**config.mk**
```make
export PLATFORM = sky130hd
export DESIGN_NAME = uart_rx_core_flat
export DESIGN_NICKNAME = d
export VERILOG_FILES = /design/src/rtl/uart_rx_if.sv /design/src/rtl/uart_rx_core.sv /design/src/flat_wrapper.sv
export SDC_FILE = /design/constraint.sdc
export NUM_CORES = 1
export LEC_CHECK = 0
export ABC_AREA = 1
export BUFFER_PORTS_ARGS = -buffer_cell sky130_fd_sc_hd__buf_4
export CAP_MARGIN = 40
export CORE_UTILIZATION = 60
export DETAILED_ROUTE_END_ITERATION = 8
export PLACE_DENSITY = 0.81
export SLEW_MARGIN = 0
export SYNTH_ARGS = -nofsm -noshare
export SYNTH_HDL_FRONTEND = slang
export SYNTH_SLANG_ARGS = --single-unit
```
**constraint.sdc**
```tcl
create_clock -name clk -period 5.1 [get_ports clk]
set_input_delay 1.275 -clock clk [delete_from_list [all_inputs] [get_ports clk]]
set_output_delay 1.275 -clock clk [all_outputs]
set_load 0.005 [all_outputs]
```
**src/rtl/uart_rx_if.sv**
```systemverilog
// Serial receive port bundle: line and frame configuration in, received character and status out.
interface uart_rx_if;
  logic        rx;
  logic        eight;
  logic        pen;
  logic        ohel;
  logic [18:0] k;
  logic        clr;
  logic [7:0]  data;
  logic        rxrdy;
  logic        ferr;
  logic        perr;
  logic        ovf;
  logic        busy;

  modport master (
    output rx, eight, pen, ohel, k, clr,
    input  data, rxrdy, ferr, perr, ovf, busy
  );

  modport slave (
    input  rx, eight, pen, ohel, k, clr,
    output data, rxrdy, ferr, perr, ovf, busy
  );
endinterface

```
**src/rtl/uart_rx_core.sv**
```systemverilog
// UART receiver: mid-bit sampling of 7/8 data bits with optional parity, status flags and overrun.
module uart_rx_core (
  input  logic     clk,
  input  logic     reset,
  uart_rx_if.slave bus
);
  typedef enum logic [2:0] {IDLE, START, DATA, PARITY, STOP} state_t;

  state_t      state, state_nxt;
  logic        rx_p0, rxs, rxs_d;
  logic [18:0] cnt, k_l;
  logic        eight_l, pen_l, ohel_l;
  logic [2:0]  bit_idx;
  logic [7:0]  shreg;
  logic        perr_f;
  logic        start_det, half_hit, full_hit, last_bit;
  logic        busy, load_cfg, cnt_clr, shift_en, par_en, done;
  logic [7:0]  data_r;
  logic        rxrdy_r, ferr_r, perr_r, ovf_r;

  function automatic logic [18:0] clamp_k(input logic [18:0] kin);
    return (kin < 19'd4) ? 19'd4 : kin;
  endfunction

  assign start_det = rxs_d & ~rxs;
  assign half_hit  = (cnt == ({1'b0, k_l[18:1]} - 19'd1));
  assign full_hit  = (cnt == (k_l - 19'd1));
  assign last_bit  = (bit_idx == (eight_l ? 3'd7 : 3'd6));

  // Line synchronizer; rxs_d holds the previous synchronized value for edge detect
  always_ff @(posedge clk) begin
    if (!reset) begin
      rx_p0 <= 1'b1;
      rxs   <= 1'b1;
      rxs_d <= 1'b1;
    end else begin
      rx_p0 <= bus.rx;
      rxs   <= rx_p0;
      rxs_d <= rxs;
    end
  end

  always_ff @(posedge clk) begin
    if (!reset) state <= IDLE;
    else        state <= state_nxt;
  end

  always_comb begin
    state_nxt = state;
    case (state)
      IDLE:    if (start_det) state_nxt = START;
      START:   if (half_hit)  state_nxt = rxs ? IDLE : DATA;
      DATA:    if (full_hit && last_bit) state_nxt = pen_l ? PARITY : STOP;
      PARITY:  if (full_hit)  state_nxt = STOP;
      STOP:    if (full_hit)  state_nxt = IDLE;
      default: state_nxt = IDLE;
    endcase
  end

  always_comb begin
    busy     = 1'b1;
    load_cfg = 1'b0;
    cnt_clr  = 1'b0;
    shift_en = 1'b0;
    par_en   = 1'b0;
    done     = 1'b0;
    case (state)
      IDLE: begin
        busy     = 1'b0;
        load_cfg = start_det;
        cnt_clr  = 1'b1;
      end
      START:  cnt_clr = half_hit;
      DATA: begin
        shift_en = full_hit;
        cnt_clr  = full_hit;
      end
      PARITY: begin
        par_en  = full_hit;
        cnt_clr = full_hit;
      end
      STOP: begin
        done    = full_hit;
        cnt_clr = full_hit;
      end
      default: busy = 1'b0;
    endcase
  end

  always_ff @(posedge clk) begin
    if (!reset)       cnt <= '0;
    else if (cnt_clr) cnt <= '0;
    else              cnt <= cnt + 19'd1;
  end

  // Frame configuration is frozen at start detect so mid-frame input changes are ignored
  always_ff @(posedge clk) begin
    if (load_cfg) begin
      k_l     <= clamp_k(bus.k);
      eight_l <= bus.eight;
      pen_l   <= bus.pen;
      ohel_l  <= bus.ohel;
      shreg   <= '0;
      bit_idx <= '0;
      perr_f  <= 1'b0;
    end
    if (shift_en) begin
      shreg[bit_idx] <= rxs;
      bit_idx        <= bit_idx + 3'd1;
    end
    if (par_en) perr_f <= (((^shreg) ^ rxs) != ohel_l);
  end

  // Completion outranks clr; ovf compares against rxrdy as it stood before this edge
  always_ff @(posedge clk) begin
    if (!reset) begin
      data_r  <= '0;
      rxrdy_r <= 1'b0;
      ferr_r  <= 1'b0;
      perr_r  <= 1'b0;
      ovf_r   <= 1'b0;
    end else if (done) begin
      data_r  <= shreg;
      rxrdy_r <= 1'b1;
      perr_r  <= perr_f;
      ferr_r  <= ~rxs;
      ovf_r   <= ovf_r | rxrdy_r;
    end else if (bus.clr) begin
      rxrdy_r <= 1'b0;
      ferr_r  <= 1'b0;
      perr_r  <= 1'b0;
      ovf_r   <= 1'b0;
    end
  end

  assign bus.data  = data_r;
  assign bus.rxrdy = rxrdy_r;
  assign bus.ferr  = ferr_r;
  assign bus.perr  = perr_r;
  assign bus.ovf   = ovf_r;
  assign bus.busy  = busy;
endmodule

```
**src/flat_wrapper.sv**
```systemverilog
// flat-port wrapper written by rule: the top's interface ports become plain ports
module uart_rx_core_flat 
  (clk, reset, bus_rx, bus_eight, bus_pen, bus_ohel, bus_k, bus_clr, bus_data, bus_rxrdy, bus_ferr, bus_perr, bus_ovf, bus_busy);
  uart_rx_if bus_i ();
  input  logic clk;
  input  logic reset;
  input wire logic [$bits(bus_i.rx)-1:0] bus_rx;
  input wire logic [$bits(bus_i.eight)-1:0] bus_eight;
  input wire logic [$bits(bus_i.pen)-1:0] bus_pen;
  input wire logic [$bits(bus_i.ohel)-1:0] bus_ohel;
  input wire logic [$bits(bus_i.k)-1:0] bus_k;
  input wire logic [$bits(bus_i.clr)-1:0] bus_clr;
  output wire logic [$bits(bus_i.data)-1:0] bus_data;
  output wire logic [$bits(bus_i.rxrdy)-1:0] bus_rxrdy;
  output wire logic [$bits(bus_i.ferr)-1:0] bus_ferr;
  output wire logic [$bits(bus_i.perr)-1:0] bus_perr;
  output wire logic [$bits(bus_i.ovf)-1:0] bus_ovf;
  output wire logic [$bits(bus_i.busy)-1:0] bus_busy;
  assign bus_i.rx = bus_rx;
  assign bus_i.eight = bus_eight;
  assign bus_i.pen = bus_pen;
  assign bus_i.ohel = bus_ohel;
  assign bus_i.k = bus_k;
  assign bus_i.clr = bus_clr;
  assign bus_data = bus_i.data;
  assign bus_rxrdy = bus_i.rxrdy;
  assign bus_ferr = bus_i.ferr;
  assign bus_perr = bus_i.perr;
  assign bus_ovf = bus_i.ovf;
  assign bus_busy = bus_i.busy;
  uart_rx_core u_core (.clk(clk), .reset(reset), .bus(bus_i));
endmodule
```
# ---- Yosys cells after proc, flatten, opt, wreduce, memory -nomap -nowiden
# Cells that the tools add are included.
dict set report classes {
  add_sub_neg 4
  order_cmp 3
  eq_ne 13
  muxes 29
  bitwise_logic 5
  n_reduce_logical 11
}
# op count
set ops {}
lappend ops {{$eq A19 B19 Y1} 2}
lappend ops {{$mux W3} 8}
lappend ops {{$add A19 B1 Y19 const B} 1}
lappend ops {{$lt A19 B3 Y1 const B} 1}
lappend ops {{$sub A18 B1 Y19 const B} 1}
lappend ops {{$sub A19 B1 Y19 const B} 1}
lappend ops {{$mux W8} 2}
lappend ops {{$pmux W3 S5} 1}
lappend ops {{$mux W1} 14}
lappend ops {{$ne A2 B1 Y1 const B} 5}
lappend ops {{$bwmux W8} 1}
lappend ops {{$reduce_xor A8 Y1} 1}
lappend ops {{$eq A3 B2 Y1 const B} 2}
lappend ops {{$reduce_bool A2 Y1} 3}
lappend ops {{$reduce_and A5 Y1} 1}
lappend ops {{$lt A3 B4 Y1 const B} 1}
lappend ops {{$reduce_or A4 Y1} 1}
lappend ops {{$add A3 B1 Y3 const B} 1}
lappend ops {{$demux W1 S3} 1}
lappend ops {{$eq A3 B1 Y1 const B} 1}
lappend ops {{$eq A3 B3 Y1} 1}
lappend ops {{$eq A3 B3 Y1 const B} 1}
lappend ops {{$ge A3 B1 Y1 const B} 1}
lappend ops {{$logic_not A3 Y1} 1}
lappend ops {{other kinds (10)} 12}
dict set report totals {
  ff_bits 71
  in_bits 26
  output_inout_bits 13
  wordCells 82
}

# ---- Logic depth before layout (Yosys ltp)
dict set report depth {
  ltp_word 6
  depth_mapped 20
  ltp_nobuf 20
}

# ---- Worst setup path after synthesis
# Ideal clock, no wire load.
dict set report synth_timing {
  path_kind {register to register}
  start {reg u_core.k_l[1]}
  end {reg u_core.bit_idx[0] (enable)}
  setup_ps 303
  t_arrival_ps 2022
  required_ps 4797
  slack_ps 2775
  stages_incl_launch_ff 16
  n_path_buf 0
  period_less_slack_ps 2325
  cell_sequence {edfxtp_1 -> inv_1 -> ha_1 -> inv_2 -> nor2_2 -> nand2_2 -> nor2_4 -> xor2_1 -> nand2_1 -> nor2_1 -> nand3_1 -> nor2_2 -> nand2_2 -> clkinv_2 -> nand2_4 -> nand2_1}
}
dict set report synth_between {
  elab_chain_len 4
}
# item line
set synth_rtl {}
lappend synth_rtl {{start, declared} uart_rx_core.sv:11} ;# logic [18:0] cnt, k_l;
lappend synth_rtl {{start signal, assigned} uart_rx_core.sv:99} ;# k_l <= clamp_k(bus.k);
lappend synth_rtl {{$sub A19 B1 Y19} uart_rx_core.sv:27} ;# assign full_hit = (cnt == (k_l - 19'd1));
lappend synth_rtl {{$eq A19 B19 Y1} uart_rx_core.sv:27}
lappend synth_rtl {{$mux W1} uart_rx_core.sv:67} ;# case (state)
lappend synth_rtl {{$reduce_bool A2 Y1 (no line)} -}
lappend synth_rtl {{end signal, assigned} uart_rx_core.sv:109} ;# bit_idx <= bit_idx + 3'd1;
lappend synth_rtl {{end, declared} uart_rx_core.sv:13} ;# logic [2:0] bit_idx;
# Every way passes these cells.
# A chain may end at the register's enable or synchronous reset.

# ---- Final worst setup path
dict set report layout_timing {
  start {reg u_core.k_l[1]}
  end {reg u_core.ferr_r, in the netlist u_core.bus.ferr}
}
dict set report layout_between {
  elab_chain_len 4
  word_cells_on_any_way 5
  classes_between {add/sub (1); eq/ne (1); mux (2); reduce/logical (1)}
}
# item line
set layout_rtl {}
lappend layout_rtl {{$sub A19 B1 Y19 *} uart_rx_core.sv:27}
lappend layout_rtl {{$eq A19 B19 Y1 *} uart_rx_core.sv:27}
lappend layout_rtl {{$mux W1 *} uart_rx_core.sv:67}
lappend layout_rtl {{$mux W1 or $reduce_bool A2 Y1 (tied branches)} -}
lappend layout_rtl {{end signal, assigned} uart_rx_core.sv:126} ;# ferr_r <= ~rxs;
lappend layout_rtl {{end, declared} uart_rx_core.sv:19} ;# logic rxrdy_r, ferr_r, perr_r, ovf_r;
# Mark *: on every way between the ends. The rest lies on a longest branch, timed or not.

==> run summary <==
status: completed
DRT Pass-1 Iters: 5
filler instances: 656
max layer used: met4
final core utilization: 69.5%
max-cap check violation count: 0
syn_area_per_cell: 6.77 sq um
main combinational cell family by area after synthesis: simple AND/OR/NAND/NOR gates
CP Capture Type: register
Finish-stage setup viols: 0
Post-layout nets: 729
CTS resizes: 0
CTS Buf Count: 9
DRC: 0
area of the multi-input gates: 0.00242 sq mm
CTS tree: done
ANT nets after route: 0
Max Root-Sink Buffers: 2
GP Congestion: 1.01
clk_skew: 0.0140 ns
YS warnings: 0
hold_buf cts: 0
Cell Area, Synth: 0.00454 sq mm
Initial Util: 62.3%
simple-gate share of the synthesized area: 40.7%
RSZ-0062 raised after global routing: false
share of cells above drive strength 1: 12.9%
diode count: 0
CP Max Fanout: 16
static leakage: 0.00228 uW
Clock transition at path regs: 0.08 ns
Mapped Nets: 701
metal3 WL: 627 um
Slew HR: 48.0%
DRT iter0 DRCs: 251
Fin Hold WS: 0.415 ns
Synth Area in XOR/XNOR: 6.95%
die width: 89.0 um
compound-cell area share of the yosys netlist: 4.58%
CTS sink cnt: 71
DR vias/cell: 5.21
setup repair bufs after CTS: 0
Die Span Y: 89.0 um
largest net degree at the start of global routing: 22
register area share after synthesis: 37.0%
period utilization: 56.0%
CTS HTree Levels: 3
Synth cell types: 28
global-route wire length before repair: 17400 um
Tmin final: 2.86 ns
# IOs: 39
Root Buffer: clkbuf_8
crit start category: register
aggregate global-route resource usage: 29.0%
number of global-route vias before repair: 3897
min-delay worst type: reg2reg
Setup Crit Path Kind: reg2reg
Max Freq: 0.350 GHz
Critical Path RT: 5.33 ns
Routed WL: 10500 um
Area growth syn-to-layout: 11.6%
core area: 0.00729 sq mm
#FFs+latches synth: 71
Sequential Area: 0.00168 sq mm
via count: 4186
die area: 0.00792 sq mm
Clk Latency, worst-skew pair: 0.35 ns
peak supply drop: 0.000270 V
hpwl dp: 8440 um
Least-Margin Pin Slew: 0.774 ns
post-DR wirelength/cell: 13.0 um
final non-filler cell total: 803
pwr/cell area: 285 mW/mm^2
initial antenna violation count: 0
DP Cell Count: 787
Slew Viols, Final: 0
Fin. Hold Viols: 0
grt total ovfl: 0
# port buffers: 38
M1 wire length: 4410 um
post-synthesis mux area share: 0%
setup_tns: 0 ns
Worst Path Arrival: 3.09 ns
Post-Synth Adder-Cell Area: 1.10%
met2 routed WL: 5180 um
Gate Count Post-Synth: 671
Rows: 31
[metal layers]
metal,global-route usage (%),vias up
met2,52.4,140
met3,4.80,20
met5,0,-
met4,10.1,0
li1,-,2163
met1,35.1,1863
[critical path, cell delays in order (launching register included)]
cell      delay, ns
edfxtp_1       0.41
inv_1          0.16
ha_1           0.35
nand2_4        0.13
nor2_4         0.21
nand2_2        0.12
nor2_2         0.16
xor2_1         0.16
inv_1          0.06
nor2_2         0.19
nand2_2        0.13
nor2_4         0.29
inv_1          0.19
nand4_1        0.10
o21ai_1        0.06
[sequential cells by signal (all words and copies together) (netlist names), 3 cells and up]
register         flops
u_core.k_l          19
u_core.cnt          19
u_core.bus.data      8
u_core.bit_idx       3
u_core.state         3
u_core.shreg         8
[synth_stat cells, drive strengths merged]
library cell  number  area, sq um
buf                4         32.5
xor2              18          158
nand3b             5         37.5
nand4             12         75.1
nand3             62          310
clkinv             1         5.00
edfxtp            26          781
or2                3         18.8
nor4               2         12.5
a21oi             19         95.1
nand2            200          791
nor3              15         75.1
nor2             108          526
xnor2             18          158
a21o               1         7.51
clkbuf            18         67.6
dfxtp             45          901
inv               89          334
ha                 4         50.1
o21ai             21          105
[metrics by stage]
stage          setup WS [ns]  total power, uW  area, sq um
4_1_cts                 2.27             1450         5070
5_1_grt                 1.99             1520         5070
3_3_place_gp            2.42             1010         4850
6_report                2.24             1440         5070
3_5_place_dp            2.29             1020         4880
2_1_floorplan           2.78              932         4540
[kinds of logic after synthesis]
group                    count (synthesis)
AND/OR/NAND/NOR                        407
flip-flops                              71
adder cells (fa/ha/maj)                  4
XOR/XNOR                                36
buffers and inverters                  112
AO/OA/AOI/OAI                           41
[final cells by class]
class	count	area share, %
multi-input cells	488	47.7
clock buffers	10	2.52
clock inverters	6	1.23
inverters	90	6.69
flip-flops and latches	71	33.2
well taps	99	2.45
repair buffers	39	6.17
[placed cells by master, fill, tap and decap left out, drive strengths merged, types with 3 or more instances in the layout]
cell type / n
clkbuf: 10
ha: 4
nor3: 15
clkinv: 4
nand4: 12
nand3b: 5
a21oi: 19
dfxtp: 45
xnor2: 18
nor2: 108
xor2: 18
nand2: 200
o21ai: 21
inv: 89
or2: 3
edfxtp: 26
buf: 39
nand3: 62
[final timing paths]
kind	from	endpoint	slack, ns	cells past startpoint
setup / recovery	u_core.k_l[1]	u_core.bus.ferr	2.24	14
hold / removal	u_core.rx_p0	u_core.rxs	0.41	1
setup reg to reg	u_core.k_l[1]	u_core.bus.ferr	2.24	14
hold reg to reg	u_core.rx_p0	u_core.rxs	0.41	1
[report_power, final]
| part | internal (uW) | switching [uW] | leakage, uW |
|---|---|---|---|
| combinational | 125 | 229 | 0.00159 |
| clock | 224 | 203 | 0.0000899 |
| sequential | 625 | 39.1 | 0.000601 |
Note: power is estimated with default switching activity, not from simulation.
